## src/rtl/crack_scheduler_if.sv

```systemverilog
// crack_scheduler_if: dispatch and result bundle between the scheduler and the worker array
interface crack_scheduler_if #(
  parameter int NUM_WORKERS = 4,
  parameter int IDXW = 6,
  parameter int WIDW = 2
);
  logic start;
  logic [NUM_WORKERS-1:0] wkr_done;
  logic [NUM_WORKERS-1:0] wkr_found;
  logic [NUM_WORKERS-1:0] wkr_start;
  logic [IDXW-1:0] wkr_from;
  logic [IDXW-1:0] wkr_to;
  logic wkr_abort;
  logic busy;
  logic found;
  logic [WIDW-1:0] found_worker;
  logic done;
  modport master (
    input start, wkr_done, wkr_found,
    output wkr_start, wkr_from, wkr_to, wkr_abort, busy, found, found_worker, done
  );
  modport slave (
    output start, wkr_done, wkr_found,
    input wkr_start, wkr_from, wkr_to, wkr_abort, busy, found, found_worker, done
  );
endinterface

```

## src/rtl/crack_scheduler.sv

```systemverilog
// crack_scheduler: round-robin chunk dispatcher for the cracker workers with abort on first match
module crack_scheduler #(
  parameter int NUM_WORKERS = 4,
  parameter int CHARSET = 36,
  parameter int CHUNK = 4,
  parameter int IDXW = 6,
  parameter int WIDW = 2
) (
  input logic clk,
  input logic rst,
  crack_scheduler_if.master bus
);
  typedef enum logic [1:0] {IDLE, RUN, DRAIN, FINISH} state_t;
  localparam logic [IDXW:0] LAST = (IDXW+1)'(CHARSET - 1);
  state_t state;
  logic [NUM_WORKERS-1:0] assigned, remain, hit, gvec;
  logic [IDXW:0] next_idx, nxt, top_raw, top;
  logic [WIDW-1:0] rr_ptr, gnt, lo, hi, fw;
  logic gnt_ok, hi_ok;
  assign hit = bus.wkr_found & assigned;
  assign remain = assigned & ~bus.wkr_done;
  assign nxt = next_idx + (IDXW+1)'(CHUNK);
  assign top_raw = nxt - 1'b1;
  assign top = top_raw > LAST ? LAST : top_raw;
  always_comb begin
    gnt_ok = 1'b0;
    hi_ok = 1'b0;
    lo = '0;
    hi = '0;
    fw = '0;
    for (int i = NUM_WORKERS - 1; i >= 0; i--) begin
      if (!assigned[i]) begin
        gnt_ok = 1'b1;
        lo = WIDW'(i);
        if (WIDW'(i) >= rr_ptr) begin
          hi_ok = 1'b1;
          hi = WIDW'(i);
        end
      end
      if (hit[i]) fw = WIDW'(i);
    end
  end
  assign gnt = hi_ok ? hi : lo;
  assign gvec = NUM_WORKERS'(1) << gnt;
  always_ff @(posedge clk) begin
    if (rst) begin
      state <= IDLE;
      assigned <= '0;
      next_idx <= '0;
      rr_ptr <= '0;
      bus.wkr_start <= '0;
      bus.wkr_from <= '0;
      bus.wkr_to <= '0;
      bus.wkr_abort <= 1'b0;
      bus.busy <= 1'b0;
      bus.found <= 1'b0;
      bus.found_worker <= '0;
      bus.done <= 1'b0;
    end else begin
      bus.wkr_start <= '0;
      bus.wkr_abort <= 1'b0;
      case (state)
        IDLE, FINISH: if (bus.start) begin
          bus.found <= 1'b0;
          bus.done <= 1'b0;
          bus.busy <= 1'b1;
          assigned <= '0;
          next_idx <= '0;
          rr_ptr <= '0;
          state <= RUN;
        end
        default: begin
          assigned <= remain;
          if (|hit) begin
            bus.found <= 1'b1;
            bus.done <= 1'b1;
            bus.busy <= 1'b0;
            bus.found_worker <= fw;
            bus.wkr_abort <= 1'b1;
            assigned <= '0;
            state <= FINISH;
          end else if (state == RUN && gnt_ok) begin
            bus.wkr_start <= gvec;
            bus.wkr_from <= next_idx[IDXW-1:0];
            bus.wkr_to <= top[IDXW-1:0];
            assigned <= remain | gvec;
            rr_ptr <= gnt == WIDW'(NUM_WORKERS - 1) ? '0 : gnt + 1'b1;
            next_idx <= nxt;
            if (nxt >= (IDXW+1)'(CHARSET)) state <= DRAIN;
          end else if (state == DRAIN && remain == '0) begin
            bus.busy <= 1'b0;
            bus.done <= 1'b1;
            state <= FINISH;
          end
        end
      endcase
    end
  end
endmodule
```

## src/flat_wrapper.sv

```systemverilog
// flat-port wrapper written by rule: the top's interface ports become plain ports
module crack_scheduler_flat 
#(
  parameter int NUM_WORKERS = 4,
  parameter int CHARSET = 36,
  parameter int CHUNK = 4,
  parameter int IDXW = 6,
  parameter int WIDW = 2
)
  (clk, rst, bus_start, bus_wkr_done, bus_wkr_found, bus_wkr_start, bus_wkr_from, bus_wkr_to, bus_wkr_abort, bus_busy, bus_found, bus_found_worker, bus_done);
  crack_scheduler_if #(.NUM_WORKERS(NUM_WORKERS), .IDXW(IDXW), .WIDW(WIDW)) bus_i ();
  input logic clk;
  input logic rst;
  input wire logic [$bits(bus_i.start)-1:0] bus_start;
  input wire logic [$bits(bus_i.wkr_done)-1:0] bus_wkr_done;
  input wire logic [$bits(bus_i.wkr_found)-1:0] bus_wkr_found;
  output wire logic [$bits(bus_i.wkr_start)-1:0] bus_wkr_start;
  output wire logic [$bits(bus_i.wkr_from)-1:0] bus_wkr_from;
  output wire logic [$bits(bus_i.wkr_to)-1:0] bus_wkr_to;
  output wire logic [$bits(bus_i.wkr_abort)-1:0] bus_wkr_abort;
  output wire logic [$bits(bus_i.busy)-1:0] bus_busy;
  output wire logic [$bits(bus_i.found)-1:0] bus_found;
  output wire logic [$bits(bus_i.found_worker)-1:0] bus_found_worker;
  output wire logic [$bits(bus_i.done)-1:0] bus_done;
  assign bus_i.start = bus_start;
  assign bus_i.wkr_done = bus_wkr_done;
  assign bus_i.wkr_found = bus_wkr_found;
  assign bus_wkr_start = bus_i.wkr_start;
  assign bus_wkr_from = bus_i.wkr_from;
  assign bus_wkr_to = bus_i.wkr_to;
  assign bus_wkr_abort = bus_i.wkr_abort;
  assign bus_busy = bus_i.busy;
  assign bus_found = bus_i.found;
  assign bus_found_worker = bus_i.found_worker;
  assign bus_done = bus_i.done;
  crack_scheduler #(.NUM_WORKERS(NUM_WORKERS), .CHARSET(CHARSET), .CHUNK(CHUNK), .IDXW(IDXW), .WIDW(WIDW)) u_core (.clk(clk), .rst(rst), .bus(bus_i));
endmodule
```

## config.mk

```make
export PLATFORM = sky130hd
export DESIGN_NAME = crack_scheduler_flat
export DESIGN_NICKNAME = d
export VERILOG_FILES = /design/src/rtl/crack_scheduler_if.sv /design/src/rtl/crack_scheduler.sv /design/src/flat_wrapper.sv
export SDC_FILE = /design/constraint.sdc
export NUM_CORES = 1
export LEC_CHECK = 0
export BUFFER_PORTS_ARGS = -buffer_cell sky130_fd_sc_hd__buf_2
export CORE_UTILIZATION = 40
export DETAILED_ROUTE_END_ITERATION = 12
export PLACE_DENSITY_LB_ADDON = 0.1
export RECOVER_POWER = 50
export REMOVE_ABC_BUFFERS = 1
export SYNTH_ARGS = -nofsm -noshare
export SYNTH_HDL_FRONTEND = slang
export SYNTH_SLANG_ARGS = --single-unit
```

## constraint.sdc

```tcl
create_clock -name clk -period 2.5 [get_ports clk]
set_clock_uncertainty 0.15 [all_clocks]
set_input_delay 0.25 -clock clk [delete_from_list [all_inputs] [get_ports clk]]
set_output_delay 0.25 -clock clk [all_outputs]
set_load 0.05 [all_outputs]
```

==> impl_metrics.py, run 1 <==
metrics = {
    "cells_and_area": {
        "num-nets-final": 263,
        "finalNonFillerCells": 293,
        "fin_util": 0.4719,
        "diodes": 0,
        "nFillCells": 466,
        "syn_to_final_growth_pct": 13.50,
        "fin_area_um2": 2041,
        "drive_gt1_frac": 0.1411,
    },
    "timing": {
        "slew_violations": 0,
        "tightest_slew_ns": 0.5990,
        "tns_ns": 0,
        "period_share": 0.8854,
        "relSlewSlack": 0.6024,
        "finalHoldViolations": 0,
        "rsz0062_at_grt": "false",
        "layout_min_cycle_time_ns": 2.213,
        "setup_viol": 0,
        "fmax_mhz": 451.8,
        "hold-worst-slack_ns": 0.1768,
        "finalWorstSetupSlack_ns": 0.2866,
    },
    "place": {
        "hpwl_um": 2794,
        "gp_congestion": 0.7617,
        "dpl-instance-area_um2": 1991,
        "portBuffers": 30,
        "dp_cells": 285,
        "place_ws_ns": 0.3023,
    },
    "worst_setup_path": {
        "r2r_end": "u_core.bus.wkr_to[3]$_SDFFE_PP0P_",
        "crit_required_ns": 2.51,
        "cp_slowest_stage_delay_ns": 0.49,
        "crit_buf_inv": 1,
        "end_kind": "flop",
        "cp_slowest_cell": "or4_1",
        "reg2reg_from": "u_core.next_idx[3]$_SDFFE_PP0P_",
        "start_kind": "flop",
        "cp.depth": 7,
        "cp-endpoint": "u_core.bus.wkr_to[3]$_SDFFE_PP0P_",
        "rr_worst_depth": 7,
        "crit_path_cell_trace": "inv_1 > ha_1 > nor4bb_1 > a31o_2 > or4_1 > o2111ai_1 > o41ai_1",
        "path_delay_family": "simple AND/OR/NAND/NOR gates",
        "crit_start": "u_core.next_idx[3]$_SDFFE_PP0P_",
        "cp.arrival_ns": 2.22,
        "ff2ff_setup_slack_ns": 0.29,
        "critical_path_class": "reg -> reg",
        "worst-path-max-fanout": 7,
    },
    "clock_tree": {
        "max-clock-path-buffers": 2,
        "htreeDepth": 2,
        "cts_tree": "yes",
        "cts_made_buffers": 5,
        "cts_resized": 0,
        "cts_setup_buffers": 0,
        "clock-root-buffer": "clkbuf_8",
        "ctsHoldBuffers": 0,
        "clk_pin_slew_ns": 0.07,
        "clkLatencyLatePin_ns": 0.28,
        "cts.sinks": 32,
    },
    "grt": {
        "antenna_found_initial": 0,
        "met1_usage": 0.2452,
        "grtUsageTotal": 0.1758,
        "use_met3": 0.03655,
        "grt_pass1_vias": 1444,
        "use_met2": 0.2708,
        "top_usage_layer": "met2",
        "grt_pass1_wl_um": 6810,
        "grt_start_max_net_pins": 28,
        "overflow": 0,
    },
    "power_and_ir_drop": {
        "irDropWorstVdd_mv": 0.5621,
        "total_power_mw": 2.144,
        "p_leak_nw": 0.8100,
        "pwr_density_cell_nw_per_um2": 1051,
    },
    "yosys": {
        "yosysUniqueCellTypes": 54,
        "avgSynthCellArea_um2": 8.603,
        "synthTopCellsByArea": "dfxtp_1 (36%), ha_1 (8.4%), a21oi_1 (4.2%)",
        "synth_top_area_share": 0.3563,
        "yosysSeqAreaShare": 0.3563,
        "ys_ff_latch": 32,
        "yosys.area.top_type": "dfxtp_1",
        "async_flop_share": 0,
        "synth_ff_type": "dfxtp_1",
        "yosysWarnings": 0,
        "syn_inst": 209,
        "synth-edff-count": 0,
        "netlist_area_um2": 1798,
    },
    "floorplanning": {
        "die_h_um": 69.05,
        "core-area_um2": 4324,
        "pin_count": 33,
        "initial_core_util": 0.4158,
        "die_area_um2": 4767,
        "fp.dieW_um": 69.05,
        "fp-row-count": 24,
    },
    "run": {
        "timing.max_cap.violations": 0,
    },
    "routing": {
        "finalWirelength_um": 3940,
        "drtAntennaViolNets": 0,
        "avgViaCountPerCell": 5.372,
        "num_vias": 1574,
        "wl_per_cell_um": 13.45,
        "drtPass1Iterations": 5,
        "route.detailed.drc": 0,
        "drt_iter0_drc": 104,
    },
    "min_path": {
        "hold_class": "in -> reg",
    },
    "outcome": {
        "run_status": "finished, final reports clean",
    },
}
-- cell usage after synthesis, types with 5 or more instances --
cell,number
dfxtp_1,32
nand2_1,19
nor2_1,18
a21oi_1,15
inv_1,14
ha_1,12
nand3_1,9
clkbuf_1,6
nor2b_1,6
and3_1,5
buf_4,5
o21ai_0,5
-- layout by cell type, fill, tap and decap left out, types with 6 or more instances in the layout --
cell type	Yosys	routed
nand3_1	9	9
dfxtp_1	32	32
ha_1	12	12
a21oi_1	15	15
clkbuf_1	6	21
buf_2	3	10
buf_4	5	7
inv_1	14	14
clkbuf_8	0	6
nor2b_1	6	6
nor2_1	18	18
nand2_1	19	19
-- worst min-delay path by stage --
stage	depth (start not counted)	endpoint	startpoint	slack, ns
after floorplan	1	u_core.next_idx[6]$_SDFFE_PP0P_	rst	0.17
after global placement	2	u_core.bus.wkr_from[2]$_SDFFE_PP0P_	u_core.bus.wkr_from[2]$_SDFFE_PP0P_	0.29
after detailed placement	2	u_core.bus.wkr_from[2]$_SDFFE_PP0P_	u_core.bus.wkr_from[2]$_SDFFE_PP0P_	0.30
after CTS	2	u_core.bus.done$_SDFFE_PP0P_	bus_start	0.17
after global routing	2	u_core.bus.done$_SDFFE_PP0P_	bus_start	0.18
final	2	u_core.bus.done$_SDFFE_PP0P_	bus_start	0.18
-- registers in the layout, summed over array words and instances (netlist names), 2 cells and up --
signal,count
u_core.assigned,4
u_core.bus.found_worker,2
u_core.bus.wkr_from,4
u_core.bus.wkr_start,4
u_core.bus.wkr_to,5
u_core.next_idx,5
u_core.rr_ptr,2
u_core.state,2
-- where the power goes --
part / leakage (nW) / internal (mW) / switching, mW
Combinational: 0.500 / 0.357 / 0.714
Sequential: 0.259 / 0.592 / 0.0732
Clock: 0.0510 / 0.219 / 0.188
-- cell type report --
cell class,instances,area (µm²),share of cell area
Clock buffer,6,82.58,0.04047
Clock inverter,2,10.01,0.004905
Inverter,14,52.55,0.02575
Multi-Input combinational cell,149,1008,0.4942
Sequential cell,32,640.6,0.3139
Tap cell,52,65.06,0.03188
Timing Repair Buffer,38,181.4,0.08890
-- cells by family (layout without fill, tap and decap cells) --
family	after synthesis	count (layout)	share of synthesized area
other	1	2	0.002086
buffers and inverters	29	60	0.07724
XOR/XNOR	5	5	0.02436
adder cells (fa/ha/maj)	12	12	0.08351
flip-flops	32	32	0.3563
AND/OR/NAND/NOR	74	74	0.2136
multiplexers	1	1	0.005567
AO/OA/AOI/OAI	55	55	0.2373
-- layer usage --
metal / vias to the layer above / routed length, µm
met5: - / 0
met1: 740 / 1988
met3: 5 / 130
met4: 0 / 40
li1: 799 / -
met2: 30 / 1781
(Power assumes the default switching activity.)
==> inputs of run 2 (changes only) <==
--- a/config.mk
+++ b/config.mk
@@ -5,7 +5,8 @@
 export SDC_FILE = /design/constraint.sdc
 export NUM_CORES = 1
 export LEC_CHECK = 0
-export BUFFER_PORTS_ARGS = -buffer_cell sky130_fd_sc_hd__buf_2
+export ABC_CLOCK_PERIOD_IN_PS = 2500
+export BUFFER_PORTS_ARGS = -buffer_cell sky130_fd_sc_hd__buf_4
 export CORE_UTILIZATION = 40
 export DETAILED_ROUTE_END_ITERATION = 12
 export PLACE_DENSITY_LB_ADDON = 0.1
==> run 2 against run 1 <==
Global-route usage rose by 0.20 points. Total power up 4.7%. Combinational power barely moved. Sequential cell count unchanged. Worst hold slack worse by 0.083 ns. Cell count shrank 1.0%. Sequential power barely moved. Maximum frequency is 0.20% higher. Non-clock buffer count is 3 lower. Critical endpoint unchanged. Largest power group unchanged.
==> impl_metrics.py, run 2 (synthesis gave the netlist of run 1 again) <==
metrics = {
    "clock_tree": {
        "htreeDepth": 2,
        "cts_made_buffers": 5,
        "clock-root-buffer": "clkbuf_8",
        "max-clock-path-buffers": 2,
        "cts_tree": "yes",
        "cts.sinks": 32,
        "cts_resized": 0,
        "cts_setup_buffers": 0,
        "ctsHoldBuffers": 0,
        "clkLatencyLatePin_ns": 0.30,
        "clk_pin_slew_ns": 0.07,
    },
    "grt": {
        "antenna_found_initial": 0,
        "overflow": 0,
        "grtUsageTotal": 0.1778,
        "grt_pass1_wl_um": 6734,
        "grt_start_max_net_pins": 29,
        "grt_pass1_vias": 1449,
    },
    "timing": {
        "tightest_slew_ns": 0.6018,
        "setup_viol": 0,
        "finalHoldViolations": 0,
        "fmax_mhz": 452.7,
        "layout_min_cycle_time_ns": 2.209,
        "rsz0062_at_grt": "false",
        "slew_violations": 0,
        "period_share": 0.8836,
        "tns_ns": 0,
        "hold-worst-slack_ns": 0.09330,
        "relSlewSlack": 0.6005,
    },
    "power_and_ir_drop": {
        "pwr_density_cell_nw_per_um2": 1084,
        "total_power_mw": 2.245,
        "p_leak_nw": 0.8281,
        "irDropWorstVdd_mv": 0.5096,
    },
    "place": {
        "dp_cells": 282,
        "portBuffers": 30,
        "gp_congestion": 0.7451,
        "hpwl_um": 2706,
    },
    "routing": {
        "route.detailed.drc": 0,
        "drtAntennaViolNets": 0,
        "num_vias": 1506,
        "finalWirelength_um": 3925,
        "drt_iter0_drc": 74,
        "wl_met1_um": 1947,
        "wl_per_cell_um": 13.53,
        "avgViaCountPerCell": 5.193,
        "highest-signal-layer": "met4",
        "met3_length_um": 180,
        "wl_met2_um": 1741,
        "drtPass1Iterations": 4,
    },
    "worst_setup_path": {
        "cp.arrival_ns": 2.24,
        "crit_path_cell_trace": "inv_1 > ha_1 > nor4bb_1 > a31o_2 > or4_1 > o2111ai_1 > o41ai_1",
        "cp_slowest_cell": "or4_1",
        "end_kind": "flop",
        "critical_path_class": "reg -> reg",
        "start_kind": "flop",
        "cp_slowest_stage_delay_ns": 0.49,
        "worst-path-max-fanout": 7,
        "crit_required_ns": 2.53,
    },
    "cells_and_area": {
        "syn_to_final_growth_pct": 15.24,
        "layout_commonest_cell": "dfxtp_1",
        "finalNonFillerCells": 290,
        "nFillCells": 470,
        "multiInputGateArea_um2": 1015,
        "top_regs": "u_core.bus.wkr_to x5, u_core.next_idx x5",
        "diodes": 0,
        "drive_gt1_frac": 0.1303,
        "num-nets-final": 260,
        "final_cell_mix": "dfxtp_1 (32), clkbuf_1 (20), nor2_1 (19), nand2_1 (19)",
        "fin_util": 0.4792,
        "ff_latch_area_um2": 640.6,
    },
    "floorplanning": {
        "initial_core_util": 0.4158,
        "fp.dieW_um": 69.05,
        "pin_count": 33,
        "core-area_um2": 4324,
        "fp-row-count": 24,
        "die_h_um": 69.05,
        "die_area_um2": 4767,
    },
    "run": {
        "timing.max_cap.violations": 0,
    },
    "outcome": {
        "run_status": "finished, final reports clean",
    },
    "min_path": {
        "hold_class": "in -> reg",
    },
}
==> run 2: power breakdown <==
part	total [mW]	internal [mW]	leakage, nW	switching [mW]
Clock	0.503	0.295	0.0541	0.208
Combinational	1.08	0.359	0.515	0.720
Sequential	0.664	0.592	0.259	0.0721
Total	2.25	1.25	0.828	0.999
==> run 2: layout make-up <==
type                    instances  area share
inverters                      14     0.02536
well taps                      52     0.03140
flip-flops and latches         32      0.3092
clock inverters                 3     0.02053
clock buffers                   5     0.03321
multi-input cells             149      0.4897
repair buffers                 35     0.09058
==> run 2: worst max-delay path, delay by kind of cell, from the launching register on <==
family                     cells  cell delay (ns)
AOI/OAI and AO/OA              3             0.45
adders and majority gates      1             0.37
buffers and inverters          1             0.12
DFF                            1             0.43
and+or+nand+nor                2             0.56
==> run 2: worst paths after layout <==
path / slack [ns] / to / from / cells after the start
worst max-delay path: 0.29 / u_core.bus.wkr_to[3]$_SDFFE_PP0P_ / u_core.next_idx[3]$_SDFFE_PP0P_ / 7
worst min-delay path: 0.09 / u_core.bus.done$_SDFFE_PP0P_ / bus_start / 2
worst max register to register: 0.29 / u_core.bus.wkr_to[3]$_SDFFE_PP0P_ / u_core.next_idx[3]$_SDFFE_PP0P_ / 7
worst min register to register: 0.31 / u_core.bus.wkr_from[3]$_SDFFE_PP0P_ / u_core.bus.wkr_from[3]$_SDFFE_PP0P_ / 2
==> run 2: stage by stage <==
step / setup slack, ns / instance area, µm²
CTS: 0.2781 / 2155
detailed placement: 0.2878 / 2043
finish: 0.2910 / 2072
global placement: 0.3459 / 2043
floorplan: 0.3816 / 1715
global route: 0.1414 / 2072
==> run 2: metal layers <==
metal	up-vias	track usage
li1	788	-
met1	685	0.2303
met2	27	0.2729
met3	6	0.06287
met4	0	0.06122
met5	-	0
